===== config.mk =====
export PLATFORM = sky130hd
export DESIGN_NAME = ysyx_23060180_lsu
export DESIGN_NICKNAME = d
export VERILOG_FILES = /design/src/rtl/ysyx_23060180_lsu.sv
export SDC_FILE = /design/constraint.sdc
export NUM_CORES = 1
export LEC_CHECK = 0
export ABC_AREA = 1
export BUFFER_PORTS_ARGS = -buffer_cell sky130_fd_sc_hd__buf_2
export CORE_MARGIN = 4
export CORE_UTILIZATION = 30
export CTS_CLUSTER_SIZE = 14
export DETAILED_ROUTE_END_ITERATION = 10
export PLACE_DENSITY = 0.59
export SLEW_MARGIN = 25
export SYNTH_ARGS = -nofsm -noshare
export SYNTH_HDL_FRONTEND = slang
export SYNTH_SLANG_ARGS = --single-unit

===== constraint.sdc =====
create_clock -name clk -period 5.3 [get_ports clk]
set_input_delay 1.06 -clock clk [delete_from_list [all_inputs] [get_ports clk]]
set_output_delay 1.06 -clock clk [all_outputs]
set_load 0.02 [all_outputs]

===== src/rtl/ysyx_23060180_lsu.sv =====
// rtl/ysyx_23060180_lsu.sv - RV32I load/store unit: one outstanding access, lane steering and load extension
module ysyx_23060180_lsu (
    input  logic        clk,
    input  logic        rst,
    input  logic        req_valid,
    output logic        req_ready,
    input  logic        req_we,
    input  logic [2:0]  req_func3,
    input  logic [31:0] req_addr,
    input  logic [31:0] req_wdata,
    input  logic [4:0]  req_rd,
    output logic        resp_valid,
    output logic [31:0] resp_rdata,
    output logic [4:0]  resp_rd,
    output logic        resp_err,
    output logic        bus_req_valid,
    input  logic        bus_req_ready,
    output logic        bus_we,
    output logic [31:0] bus_addr,
    output logic [31:0] bus_wdata,
    output logic [3:0]  bus_wstrb,
    input  logic        bus_rsp_valid,
    input  logic [31:0] bus_rdata
);

    typedef enum logic [1:0] {S_IDLE, S_REQ, S_WAIT, S_RESP} state_t;

    state_t      state;
    logic        we_q;
    logic [2:0]  func3_q;
    logic [1:0]  addr_lo_q;
    logic [4:0]  rd_q;

    logic        acc_illegal;
    logic        acc_misaligned;
    logic [31:0] st_wdata;
    logic [3:0]  st_wstrb;
    logic [31:0] load_shifted;
    logic [31:0] load_data;

    // Held low during reset so the producer never sees a handshake while the FSM is being cleared
    assign req_ready = (state == S_IDLE) && !rst;

    // Classify the incoming request: illegal encoding, or a halfword/word not on its natural boundary
    always_comb begin
        acc_illegal    = 1'b0;
        acc_misaligned = 1'b0;
        if (req_we) begin
            acc_illegal = (req_func3 > 3'b010);
        end else begin
            acc_illegal = !(req_func3 == 3'b000 || req_func3 == 3'b001 || req_func3 == 3'b010 ||
                            req_func3 == 3'b100 || req_func3 == 3'b101);
        end
        if (req_func3[1:0] == 2'b01) begin
            acc_misaligned = req_addr[0];
        end else if (req_func3[1:0] == 2'b10) begin
            acc_misaligned = (req_addr[1:0] != 2'b00);
        end
    end

    // Store data is replicated across all lanes; the strobe picks the lane(s) actually written
    always_comb begin
        st_wdata = req_wdata;
        st_wstrb = 4'b1111;
        case (req_func3[1:0])
            2'b00: begin
                st_wdata = {4{req_wdata[7:0]}};
                st_wstrb = 4'b0001 << req_addr[1:0];
            end
            2'b01: begin
                st_wdata = {2{req_wdata[15:0]}};
                st_wstrb = 4'b0011 << req_addr[1:0];
            end
            default: begin
                st_wdata = req_wdata;
                st_wstrb = 4'b1111;
            end
        endcase
    end

    // Bring the addressed byte/half down to bit 0, then sign- or zero-extend by access type
    assign load_shifted = bus_rdata >> {addr_lo_q, 3'b000};
    always_comb begin
        load_data = bus_rdata;
        case (func3_q)
            3'b000:  load_data = {{24{load_shifted[7]}}, load_shifted[7:0]};
            3'b001:  load_data = {{16{load_shifted[15]}}, load_shifted[15:0]};
            3'b100:  load_data = {24'd0, load_shifted[7:0]};
            3'b101:  load_data = {16'd0, load_shifted[15:0]};
            default: load_data = bus_rdata;
        endcase
    end

    // Transaction FSM; every bus and response output is a register written here
    always_ff @(posedge clk) begin
        if (rst) begin
            state         <= S_IDLE;
            we_q          <= 1'b0;
            func3_q       <= 3'd0;
            addr_lo_q     <= 2'd0;
            rd_q          <= 5'd0;
            resp_valid    <= 1'b0;
            resp_rdata    <= 32'd0;
            resp_rd       <= 5'd0;
            resp_err      <= 1'b0;
            bus_req_valid <= 1'b0;
            bus_we        <= 1'b0;
            bus_addr      <= 32'd0;
            bus_wdata     <= 32'd0;
            bus_wstrb     <= 4'd0;
        end else begin
            case (state)
                S_IDLE: begin
                    if (req_valid) begin
                        we_q      <= req_we;
                        func3_q   <= req_func3;
                        addr_lo_q <= req_addr[1:0];
                        rd_q      <= req_rd;
                        if (acc_illegal || acc_misaligned) begin
                            state      <= S_RESP;
                            resp_valid <= 1'b1;
                            resp_err   <= 1'b1;
                            resp_rdata <= 32'd0;
                            resp_rd    <= 5'd0;
                        end else begin
                            state         <= S_REQ;
                            bus_req_valid <= 1'b1;
                            bus_we        <= req_we;
                            bus_addr      <= {req_addr[31:2], 2'b00};
                            bus_wdata     <= st_wdata;
                            bus_wstrb     <= req_we ? st_wstrb : 4'b0000;
                        end
                    end
                end
                S_REQ: begin
                    if (bus_req_ready) begin
                        bus_req_valid <= 1'b0;
                        state         <= S_WAIT;
                    end
                end
                S_WAIT: begin
                    if (bus_rsp_valid) begin
                        state      <= S_RESP;
                        resp_valid <= 1'b1;
                        resp_err   <= 1'b0;
                        resp_rdata <= we_q ? 32'd0 : load_data;
                        resp_rd    <= we_q ? 5'd0 : rd_q;
                    end
                end
                S_RESP: begin
                    state      <= S_IDLE;
                    resp_valid <= 1'b0;
                    resp_err   <= 1'b0;
                    resp_rdata <= 32'd0;
                    resp_rd    <= 5'd0;
                    bus_we     <= 1'b0;
                    bus_wstrb  <= 4'd0;
                end
                default: state <= S_IDLE;
            endcase
        end
    end

endmodule

Word level (Yosys, flattened, before mapping). Index checks and enable logic that the tools add are counted.

Register bits after elaboration: 120. Logic and storage cells: 96.

Bitwise logic cells: 1. Shift operators: 3. Mux-type cells: 38. Order comparisons: 1. Equal/unequal tests: 17. Reduce and logical (&&, ||, !) cells: 22.

Operators with widths (number): 32-bit 2-to-1 mux (4); 32-bit case mux with 4 select lines (1); 32-bit case mux with 3 select lines (1); 32-bit case mux with 2 select lines (1); 32-bit by 5-bit >> shifter with 16-bit output (1); 5-bit 2-to-1 mux (4); 4-bit case mux with 2 select lines (2); 5-bit case mux with 3 select lines (1); 3-bit equality test, second input constant (4); 1-bit 2-to-1 mux (12); 4-bit 2-to-1 mux (3); 3-bit AND reduction (3); 2-bit 2-to-1 mux (4); 2-bit != test, second input constant (4); 2-bit case mux with 4 select lines (1); 4-bit AND reduction (2); 2-bit equality test, second input constant (3); 3-bit by 1-bit equality test with 1-bit output, second input constant (2); 3-bit zero test (2); 1-bit case mux with 3 select lines (2); 2-bit nonzero test (3); 1-bit logical OR (5); 2-bit by 1-bit equality test with 1-bit output, second input constant (2); 2-bit zero test (2); 11 further kinds (13).

Logic depth before layout (Yosys ltp).
Depth after elaboration: 11. Depth in mapped cells: 11. Gate-level depth less buffers: 10.

Least setup slack after synthesis. No wires, ideal clock.

Path kind: input to output. From: input port rst. To: output port req_ready. Path slack: 2.210 ns. Arrival: 2.030 ns. Stages: 4. Path buffers: 3. Data required time: 4.240 ns. Path through: clkbuf_1 clkbuf_1 clkbuf_1 nor2_1.

Cells in the longest elaborated chain, start to end: 2.

RTL lines: from (decl) (RTL line 4) `input logic rst,`; 1-bit zero test (RTL line 42) `assign req_ready = (state == S_IDLE) && !rst;`; 1-bit logical AND (RTL line 42); to (decl) (RTL line 6) `output logic req_ready,`.

Every way passes these cells.

Final worst setup path.
From: input port req_func3[1]. To: register bus_wdata[10].

Cells in the longest elaborated chain, start to end: 10.

RTL lines: from (decl) (RTL line 8) `input logic [2:0] req_func3,`; 3-bit by 1-bit equality test with 1-bit output or 3-bit zero test (tied branches) (RTL line 51) `acc_illegal = !(req_func3 == 3'b000 || req_func3 == 3'b001 || req_func3 == 3'b010 ||`; 1-bit logical OR (3 in a row) (RTL line 51); 1-bit logical OR (RTL line 52) `req_func3 == 3'b100 || req_func3 == 3'b101);`; 1-bit zero test (RTL line 51); 1-bit 2-to-1 mux (RTL line 48) `if (req_we) begin`; 1-bit logical OR (RTL line 119) `if (acc_illegal || acc_misaligned) begin`; 1-bit NOT (no source line); 3-bit AND reduction (no source line); to (signal assigned) (RTL line 130) `bus_wdata <= st_wdata;`; to (decl) (RTL line 20) `output logic [31:0] bus_wdata,`.

Parallel ways exist; a longest one is shown, timed or not. A chain may end at the register's enable or synchronous reset.

==> impl_results.md <==
* Outcome: finished, final reports clean
* Critical path capture point type: register
* CTS H-tree lvls at 4
* Proportion of layout cells with a drive suffix above 1 at 26.75%
* Cells after DPL at 1301
* Layout Skew at about 7.7 ps
* Final min period at between 3000 and 4000 ps
* Setup TNS at 0 ps
* Core Rows at 50
* Clock sinks at 120
* Root Driver: clkbuf_16
* HPWL after detailed placement at 13740 µm
* IO Count at 220
* Unique cell type count in the Yosys netlist at 33
* Clock latency on the worst-skew pair at 420 ps
* Iter 0 DRT Violations at 331
* Nets@finish at 1175
* Die height at 147.8 µm
* Die ar. at 21840 µm²
* Synth Instances at 875
* Total grt overflow at 0
* Clk buf depth at 2
* CTS tree: done
* Drt drc at 0
* Final count of hold timing violations at 0
* Initial antenna violation count at 1
* Post-route ant nets at 0
* Fin cells at around 1300
* Placed cell area at approximately 7000 µm²
* # setup viols final at 0
* Slew Limit Fails at 0
* Drt pass-1 iters at 7
* Hold Buf Count CTS at 0
* All-layer global routing usage at around 17%
* Via count at 6172
* Worst vdd ir at 0.2580 mV
* RSZ-0062 raised after global routing: no
* Starting Density at between 30 and 40%
* Synth warnings at 0
* Diode count at 0
* Post-cts repair resize count at 0
* Filler cells at approximately 2100
* Fmax at 290.1 MHz
* Clock transition at path regs at roughly 60 ps
* Setup CP Type: input port to register
* First-pass GRT wire length at around 30000 µm
* Tcrit/Tclk final at roughly two thirds
* Setup Fix Bufs, Post-CTS at 0
* Power per cell area at 445.0 nW/µm²
* Worst-Margin Slew at 965.4 ps
* Critical Path Source Type: input port
* Count of input and output buffers at 217
* Avg Inst Size Synth at 6.701 µm²
* Fin area at 7562 µm²
* Crit path arrival time at 3800 ps
* P&R area growth vs syn at 28.98%
* Via density at about 4.6
* GP Congestion at 0.8430
* Post-Syn Area at slightly below 6000 µm²
* Yosys reg bits at 120
* Core ar. at 18960 µm²
* Max-cap violations at 0
* Critical path peak fanout at 69
* Vias in the first global route at about 5600
* DR WL/cell at about 14 µm
* CTS Buf Count at 17
* Rel. slew slack at 35.51%
* Register area share after synthesis at between 40% and 50%
* Largest net degree at the start of global routing at 99
* Die W at 147.8 µm
* DRT Wirelength at a little under 20000 µm
* HP Class: register to register
* Critical Path RT at 5650 ps
* Lkg Pwr at approximately 3.6 nW
-- power by group --
group | leakage [nW] | internal (mW) | switching [mW] | total [mW]
logic | 2.30 | 0.335 | 0.775 | 1.11
registers | 0.975 | 1.03 | 0.102 | 1.13
clock network | 0.278 | 0.626 | 0.501 | 1.13
total | 3.55 | 1.99 | 1.38 | 3.37
-- metal layers --
layer	vias to the layer above	global-route usage (%)	part of all wire, %
li1	3158	-	-
met1	2753	22.01	43
met2	224	27.00	47
met3	35	5.303	7.5
met4	2	6.151	2.4
met5	-	0	0.068
-- placed cells by master (no fill, tap or decap), drive strengths merged, types with 2 or more instances in the layout --
| cell type | instances |
|---|---|
| clkinv | 3 |
| a21oi | 102 |
| dfxtp | 120 |
| or2 | 15 |
| conb | 2 |
| ha | 5 |
| nand3 | 39 |
| clkbuf | 17 |
| nand4 | 24 |
| o21ai | 50 |
| nor2 | 158 |
| o211ai | 2 |
| buf | 219 |
| clkinvlp | 2 |
| o21a | 6 |
| nand2 | 223 |
| inv | 82 |
-- registers in the layout (all words and copies together), names as in the netlist --
signal,flops
resp_err,1
bus_wdata,32
func3_q,3
bus_addr,30
bus_req_valid,1
addr_lo_q,2
bus_wstrb,4
state,2
we_q,1
rd_q,5
bus_we,1
resp_rd,5
resp_valid,1
resp_rdata,32
-- Yosys cell counts (all sizes together) --
library cell | count | area share (%)
inv | 71 | 4.6
buf | 33 | 4.2
nor2 | 158 | 11
nand2 | 223 | 15
clkbuf | 21 | 1.3
a31oi | 1 | 0.11
or2 | 15 | 1.6
nor3 | 1 | 0.085
o211ai | 2 | 0.26
ha | 5 | 1.1
a21oi | 102 | 8.8
a211oi | 1 | 0.13
o21a | 6 | 0.77
nand3b | 1 | 0.13
nand4 | 24 | 2.7
o21ai | 50 | 4.3
dfxtp | 120 | 41
nand3 | 39 | 3.8
conb | 1 | 0.064
clkinv | 1 | 0.064
-- cell type report --
class                   instances  area [µm²]  area share [%]
multi-input cells             630        2878           38.05
inverters                      72       275.3           3.640
well taps                     260       325.3           4.302
flip-flops and latches        120        2402           31.77
clock buffers                  17       425.4           5.625
clock inverters                15       148.9           1.969
repair buffers                219        1107           14.64
-- final timing paths --
kind / startpoint / end / slack (ps) / cells after the start
max: req_func3[1] / bus_wdata[10] / 1850 / 7
min: rd_q[1] / resp_rd[1] / 460 / 2
max reg2reg: state[0] / bus_wdata[10] / 2400 / 6
min reg2reg: rd_q[1] / resp_rd[1] / 460 / 2
-- critical path: stages --
cell,delay [ps]
buf_2,450
nor2_4,160
nand2_4,130
nand4_4,740
inv_4,870
o21ai_0,180
a21oi_1,150
-- metrics by stage --
stage | utilization [%] | hold slack [ps] | power, mW | worst slack [ps]
3_5_place_dp | 36.84 | 451.9 | 2.260 | 1388
5_1_grt | 39.89 | 479.6 | 3.588 | 1480
6_report | 39.89 | 459.6 | 3.366 | 1853
2_1_floorplan | - | 439.6 | 1.974 | 2210
3_3_place_gp | 36.83 | 449.5 | 2.258 | 1101
4_1_cts | 39.87 | 461.4 | 3.392 | 1820
-- cell families (layout without fill, tap and decap cells) --
family / Yosys count / after routing / share of synthesized area [%]
other: 1 / 2 / 0.06396
flip-flops: 120 / 120 / 40.97
buffers and inverters: 126 / 323 / 10.16
AO/OA/AOI/OAI: 162 / 162 / 14.30
AND/OR/NAND/NOR: 461 / 461 / 33.44
adder cells (fa/ha/maj): 5 / 5 / 1.067
No activity file was read; power rests on OpenSTA's default activity.
